<file path="src/rtl/uart_pkg.sv">
// +----------------------------------------------------------------------+
// | uart_pkg: shared state encoding and line levels for the UART receiver |
// | Rev 1.0                                                               |
// +----------------------------------------------------------------------+
`default_nettype none

package uart_pkg;

  typedef enum logic [2:0] {
    IDLE  = 3'd0,
    START = 3'd1,
    DATA  = 3'd2,
    STOP  = 3'd3,
    BREAK = 3'd4
  } rx_state_t;

  localparam logic START_BIT         = 1'b0;
  localparam logic STOP_BIT          = 1'b1;
  localparam int   DATA_BITS_DEFAULT = 8;

endpackage

`default_nettype wire

</file>
<file path="src/rtl/sync_2ff.sv">
// +----------------------------------------------------------------------+
// | sync_2ff: two-flop synchronizer, resets to the idle line level (1)    |
// | Rev 1.0                                                               |
// +----------------------------------------------------------------------+
`default_nettype none

module sync_2ff (
  input  logic pulse,
  input  logic reset,
  input  logic d,
  output logic q
);

  logic meta_q;

  always_ff @(posedge pulse) begin
    if (reset) begin
      meta_q <= 1'b1;
      q      <= 1'b1;
    end else begin
      meta_q <= d;
      q      <= meta_q;
    end
  end

endmodule

`default_nettype wire

</file>
<file path="src/rtl/uart_sipo_receiver.sv">
// +----------------------------------------------------------------------+
// | uart_sipo_receiver: oversampled 8N1 UART receiver, midpoint sampling  |
// | Rev 1.0                                                               |
// +----------------------------------------------------------------------+
`default_nettype none

module uart_sipo_receiver
  import uart_pkg::*;
#(
  parameter int OVERSAMPLE = 16,
  parameter int DATA_BITS  = DATA_BITS_DEFAULT
) (
  input  logic                 pulse,
  input  logic                 reset,
  input  logic                 sample_en,
  input  logic                 RxIn,
  output logic [DATA_BITS-1:0] RxData,
  output logic                 RxValid,
  output logic                 FrameError,
  output logic                 Busy
);

  localparam int TW = $clog2(OVERSAMPLE);
  localparam int BW = (DATA_BITS > 1) ? $clog2(DATA_BITS) : 1;
  localparam logic [TW-1:0] MID_TICK  = TW'(OVERSAMPLE / 2 - 1);
  localparam logic [TW-1:0] LAST_TICK = TW'(OVERSAMPLE - 1);
  localparam logic [BW-1:0] LAST_BIT  = BW'(DATA_BITS - 1);

  rx_state_t            state_q, state_d;
  logic [TW-1:0]        tick_q, tick_d;
  logic [BW-1:0]        bit_q, bit_d;
  logic [DATA_BITS-1:0] shift_q, shift_d;
  logic [DATA_BITS-1:0] data_q, data_d;
  logic                 valid_q, valid_d;
  logic                 ferr_q, ferr_d;
  logic                 rx_s;

  sync_2ff u_sync (
    .pulse (pulse),
    .reset (reset),
    .d     (RxIn),
    .q     (rx_s)
  );

  always_ff @(posedge pulse) begin
    if (reset) begin
      state_q <= IDLE;
      tick_q  <= '0;
      bit_q   <= '0;
      shift_q <= '0;
      data_q  <= '0;
      valid_q <= 1'b0;
      ferr_q  <= 1'b0;
    end else begin
      state_q <= state_d;
      tick_q  <= tick_d;
      bit_q   <= bit_d;
      shift_q <= shift_d;
      data_q  <= data_d;
      valid_q <= valid_d;
      ferr_q  <= ferr_d;
    end
  end

  always_comb begin
    state_d = state_q;
    tick_d  = tick_q;
    bit_d   = bit_q;
    shift_d = shift_q;
    data_d  = data_q;
    valid_d = 1'b0;
    ferr_d  = 1'b0;
    if (sample_en) begin
      case (state_q)
        IDLE: begin
          if (rx_s == START_BIT) begin
            state_d = START;
            tick_d  = '0;
          end
        end
        START: begin
          // A start bit that is high again at its midpoint was only a glitch.
          if (tick_q == MID_TICK) begin
            tick_d  = '0;
            bit_d   = '0;
            state_d = (rx_s == START_BIT) ? DATA : IDLE;
          end else begin
            tick_d = tick_q + TW'(1);
          end
        end
        DATA: begin
          if (tick_q == LAST_TICK) begin
            shift_d[bit_q] = rx_s;
            tick_d         = '0;
            if (bit_q == LAST_BIT) begin
              state_d = STOP;
            end else begin
              bit_d = bit_q + BW'(1);
            end
          end else begin
            tick_d = tick_q + TW'(1);
          end
        end
        STOP: begin
          if (tick_q == LAST_TICK) begin
            tick_d = '0;
            if (rx_s == STOP_BIT) begin
              data_d  = shift_q;
              valid_d = 1'b1;
              state_d = IDLE;
            end else begin
              ferr_d  = 1'b1;
              state_d = BREAK;
            end
          end else begin
            tick_d = tick_q + TW'(1);
          end
        end
        BREAK: begin
          // Wait out a held-low line so it cannot masquerade as new start bits.
          if (rx_s == STOP_BIT) begin
            state_d = IDLE;
          end
        end
        default: state_d = IDLE;
      endcase
    end
  end

  always_comb begin
    Busy       = (state_q != IDLE);
    RxData     = data_q;
    RxValid    = valid_q;
    FrameError = ferr_q;
  end

endmodule

`default_nettype wire

</file>
<file path="config.mk">
export PLATFORM = sky130hd
export DESIGN_NAME = uart_sipo_receiver
export DESIGN_NICKNAME = d
export VERILOG_FILES = /design/src/rtl/uart_pkg.sv /design/src/rtl/sync_2ff.sv /design/src/rtl/uart_sipo_receiver.sv
export SDC_FILE = /design/constraint.sdc
export NUM_CORES = 1
export LEC_CHECK = 0
export BUFFER_PORTS_ARGS = -buffer_cell sky130_fd_sc_hd__buf_4
export CORE_MARGIN = 2
export CORE_UTILIZATION = 35
export DETAILED_ROUTE_END_ITERATION = 10
export SLEW_MARGIN = 20
export SYNTH_ARGS = -nofsm -noshare
export SYNTH_HDL_FRONTEND = slang
export SYNTH_SLANG_ARGS = --single-unit
</file>
<file path="constraint.sdc">
create_clock -name pulse -period 1.5 [get_ports pulse]
set_input_delay 0.15 -clock pulse [delete_from_list [all_inputs] [get_ports pulse]]
set_output_delay 0.15 -clock pulse [all_outputs]
set_load 0.005 [all_outputs]
</file>
# == Word level (Yosys, flattened, before mapping) ==
# Index checks and enable logic that the tools add are counted.
# word_totals
register_bits,30
output_inout_bits,11
inputBits,4
# op_classes
n_mux,22
add_sub_neg,2
n_eq_ne,14
reduce_logical,12
bitwise,3
order_cmp,2
# op_table
cell,count
$mux 3,10
$pmux 3 s5,1
$mux 4,3
$ne 2x2->1 const B,6
$pmux 4 s3,1
$bwmux 8,1
$reduce_and 7->1,1
$eq 3x2->1 const B,2
$eq 3x3->1 const B,2
$pmux 3 s2,1
$reduce_and 3->1,2
$reduce_bool 3->1,2
$reduce_and 5->1,1
$add 4x1->4 const B,1
$eq 4x3->1 const B,1
$eq 4x4->1 const B,1
$lt 3x4->1 const B,1
$reduce_and 4->1,1
$reduce_or 4->1,1
$add 3x1->3 const B,1
$demux 1 s3,1
$eq 3x1->1 const B,1
$ge 3x1->1 const B,1
$logic_not 3->1,1
7 further kinds,11

# == Longest topological paths before layout ==
# depth
depth_word,5
mapped_depth,5

# == Modules after synthesis ==
# Synthesis repeated with hierarchy kept, for this count alone.
# hier_totals
hier_cells,158
area_unflattened_um2,1445.1
# by_module_without_submodules
mod,n_inst,area_per_inst_um2,cells_per_inst
uart_sipo_receiver,1,1392.6,154
sync_2ff,1,52.6,4

# == Worst setup path after synthesis ==
# Ideal clock, no wire load.
# synth_timing
kind,register to register
start,register bit_q[0]
end,register bit_q[0]
path_slack_ns,-0.020
period_less_slack_ns,1.520
required_time_ns,1.428
path_stages_with_launch,6
arrival_time_ns,1.449
path_cell_list,dfxtp_1 > ha_1 > ha_1 > nand4bb_1 > a211oi_4 > mux2i_1
# synth_via
elab_chain_cells,4
elab_cells_between_ends,7
# synth_lines
item,line_no,source
start: declaration,uart_sipo_receiver.sv:31,"logic [BW-1:0] bit_q, bit_d;"
start signal: assignment,uart_sipo_receiver.sv:57,bit_q <= bit_d;
$add 3x1->3,uart_sipo_receiver.sv:98,bit_d = bit_q + BW'(1);
$mux 3,uart_sipo_receiver.sv:95,if (bit_q == LAST_BIT) begin
$mux 3,uart_sipo_receiver.sv:92,if (tick_q == LAST_TICK) begin
$pmux 3 s2,uart_sipo_receiver.sv:74,case (state_q)
# Parallel ways exist; a longest one is shown, timed or not. The select of a mux whose other input is x is not followed.
# A chain may end at the register's enable or synchronous reset.

# == Final worst setup path ==
# layout_timing
start,register bit_q[0]
end,register bit_q[2]
# The elaborated chain is that of the path after synthesis.

==> flow_summary_export.csv <==
group,metric,value,unit
synth,ys_ff_latch,30,
clock_network,ctsRootBufferMaster,"clkbuf_8",
placement,dpl_worst_slack,-0.0691,ns
timing,fmax,0.667,GHz
finish,fillers,402,
critical_path,cp_slowest_cell,"dfxtp_2",
die,dieWidth,68.7,µm
clock_network,clock-sinks,30,
synth,ys.flop_type,"dfxtp_1",
die,start_util,0.364,
finish,fin_cells,230,
placement,gp_congestion,0.796,
clock_network,hold_buffers,0,
placement,io_buffer_count,14,
timing,timing.setup.tns,-0.0000793,ns
die,core.rowCount,23,
route,drc_errors,0,
timing,hold_slack,0.0574,ns
route,drtIter0Drc,41,
outcome,violations,"setup timing",
critical_path,rr_endpoint,"bit_q[2]",
timing,worst_pin_slew,0.381,ns
synth,ys_seq_area_frac,0.410,
synth,syn_area,0.00147,mm²
synth,syn_avg_cell_area,9.45,µm²
clock_network,cts_buffers,5,
global_route,grt-ovfl-total,0,
finish,drive_gt1_frac,0.322,
timing,rsz0062_at_grt,"yes",
critical_path,start_kind,"flop",
finish,area_growth,28.8,%
synth,synthTopCellsByArea,"dfxtp_1 41%, mux2i_1 14%, nand2_1 6.9%, ha_1 2.6%, nor3_2 2.0%",
synth,netlist_instances,155,
timing,timing.final.crit_share,1.00,
timing,drv_slew,0,
critical_path,path_max_fanout,3,
clock_network,h-tree-depth,2,
synth,synth.distinct_cells,45,
critical_path,criticalPathCategory,"flop to flop",
placement,placed_cell_area,0.00173,mm²
die,ioPinCount,15,
timing,skew,0.00717,ns
critical_path,critical-path-top-delay-family,"flip-flops",
clock_network,insertion_delay,0.28,ns
critical_path,cpMostUsedCell,"ha_4",
finish,fin_util,0.468,
route,via_per_inst,5.33,
route,ant_nets,0,
global_route,grt_max_degree,13,
run,cap_viol_max_count,0,
die,die_h,68.7,µm
worst_hold_path,holdPathEnd,"u_sync.meta_q",
timing,finalHoldViolCount,0,
critical_path,slowest_delay,0.33,ns
worst_hold_path,worstHoldStart,"RxIn",
global_route,grt_pass1_vias,1241,
synth,ys_top_cells_by_count,"30 x dfxtp_1, 27 x nand2_1, 20 x mux2i_1",
power,power.total,1.51,mW
finish,final_net_count,188,
placement,dp_cells,224,
synth,synth_top_cell_area_share,0.410,
synth,yosysTopAreaCell,"dfxtp_1",
critical_path,critPathArrivalTime,1.70,ns
synth,async_flop_share,0,
critical_path,cp_num_buf_inv,0,
finish,antenna_cells,0,
placement,hpwl,2420,µm
critical_path,required,1.70,ns
global_route,grt_first_pass_wirelength,5770,µm
critical_path,cp-end-kind,"flop",
route,dr.pass1.iters,4,
synth,yosysWarnings,0,
synth,synth_nets,162,
route,routed_wl,3310,µm
critical_path,startpoint,"bit_q[0]",
global_route,grtUsageTotal,0.165,
die,die_area,0.00472,mm²
timing,setup_slack,-0.0000793,ns
critical_path,cp_cell_sequence,"ha_4 -> ha_4 -> nand4bb_4 -> a211oi_4 -> mux2i_1",
critical_path,r2r_setup_slack,-0.00008,ns
route,wl_per_cell,14.4,µm
critical_path,r2r_start,"bit_q[0]",
finish,fin_area,0.00189,mm²
power,p_per_area,802,mW/mm²
timing,period_needed,1.50,ns
power,ir_worst_vdd,0.519,mV
outcome,status,"finished with violations",
clock_network,cts_tree,"yes",
die,core-area,0.00403,mm²
timing,setup_viol,1,
synth,synth.most_common_cell,"dfxtp_1",
clock_network,clk_pin_slew,0.06,ns
worst_hold_path,hold_path.class,"primary input to flop",
power,p_leak,0.749,nW
timing,maxSlewHeadroom,0.746,
clock_network,clockBufferDepth,2,
synth,synth_edf_count,0,
route,dr_total_vias,1226,
worst_hold_path,hold_depth,2,
critical_path,reg2regPathDepth,5,
global_route,antenna_found_initial,0,
-- power breakdown --
part	leakage [nW]	switching, mW	internal, mW
sequential	0.245	0.00516	0.800
clock	0.0431	0.285	0.353
combinational	0.461	0.0417	0.0275
total	0.749	0.332	1.18
-- metal layers --
metal  part of all wire  vias to the layer above  GRT usage
li1                   -                      605          -
met1               0.44                      593      0.193
met2               0.51                       22      0.282
met3              0.036                        6     0.0422
met4              0.018                        0     0.0735
met5                  0                        -          0
-- flip-flops by register name (all words and copies together) (netlist names) --
name	count
FrameError	1
RxData	8
RxValid	1
bit_q	3
shift_q	8
state_q	3
tick_q	4
u_sync.meta_q	1
u_sync.q	1
-- logic make-up (layout without fill, tap and decap cells) --
logic type / count (synthesis) / in the layout / share of synthesized area
AO/OA/AOI/OAI: 19 / 19 / 0.102
XOR/XNOR: 1 / 1 / 0.00598
adder cells (fa/ha/maj): 3 / 3 / 0.0256
buffers and inverters: 13 / 38 / 0.0435
flip-flops: 30 / 30 / 0.410
multiplexers: 20 / 20 / 0.137
AND/OR/NAND/NOR: 69 / 69 / 0.276
-- how the worst max path moves through the flow --
| stage | slack [ns] | cells after the start | to |
|---|---|---|---|
| 2_1_floorplan | 0.01 | 5 | bit_q[0] |
| 3_3_place_gp | 0.03 | 5 | bit_q[0] |
| 3_5_place_dp | -0.07 | 5 | bit_q[2] |
| 4_1_cts | -0.02 | 5 | bit_q[2] |
| 5_1_grt | -0.07 | 5 | bit_q[2] |
| 6_report | -0.00008 | 5 | bit_q[2] |
-- timing repair --
action,in CTS,in global routing
gates cloned,0,0
pin swaps,1,4
resized for setup,4,13
setup endpoints to repair,4,13
buffers inserted,0,1
-- layout make-up --
class                           instances  area (µm²)  area share
Clock buffer                            6        82.6      0.0438
Inverter                                2        7.51     0.00398
Multi-Input combinational cell        112         883       0.468
Sequential cell                        30         609       0.323
Tap cell                               50        62.6      0.0332
Timing Repair Buffer                   30         241       0.128
-- cells in the final DEF (no fill, tap or decap), types with 3 or more instances in the layout --
master and n:
nand3_1 5, buf_4 28, nor2b_1 4, dfxtp_1 25, ha_4 3, mux2i_1 20, nor3_1 3, nor2_1 5
clkbuf_8 6, nor3_2 3, nand2b_1 4, dfxtp_2 4, nand2_1 26, a21oi_1 4
Note: power is estimated with default switching activity, not from simulation.
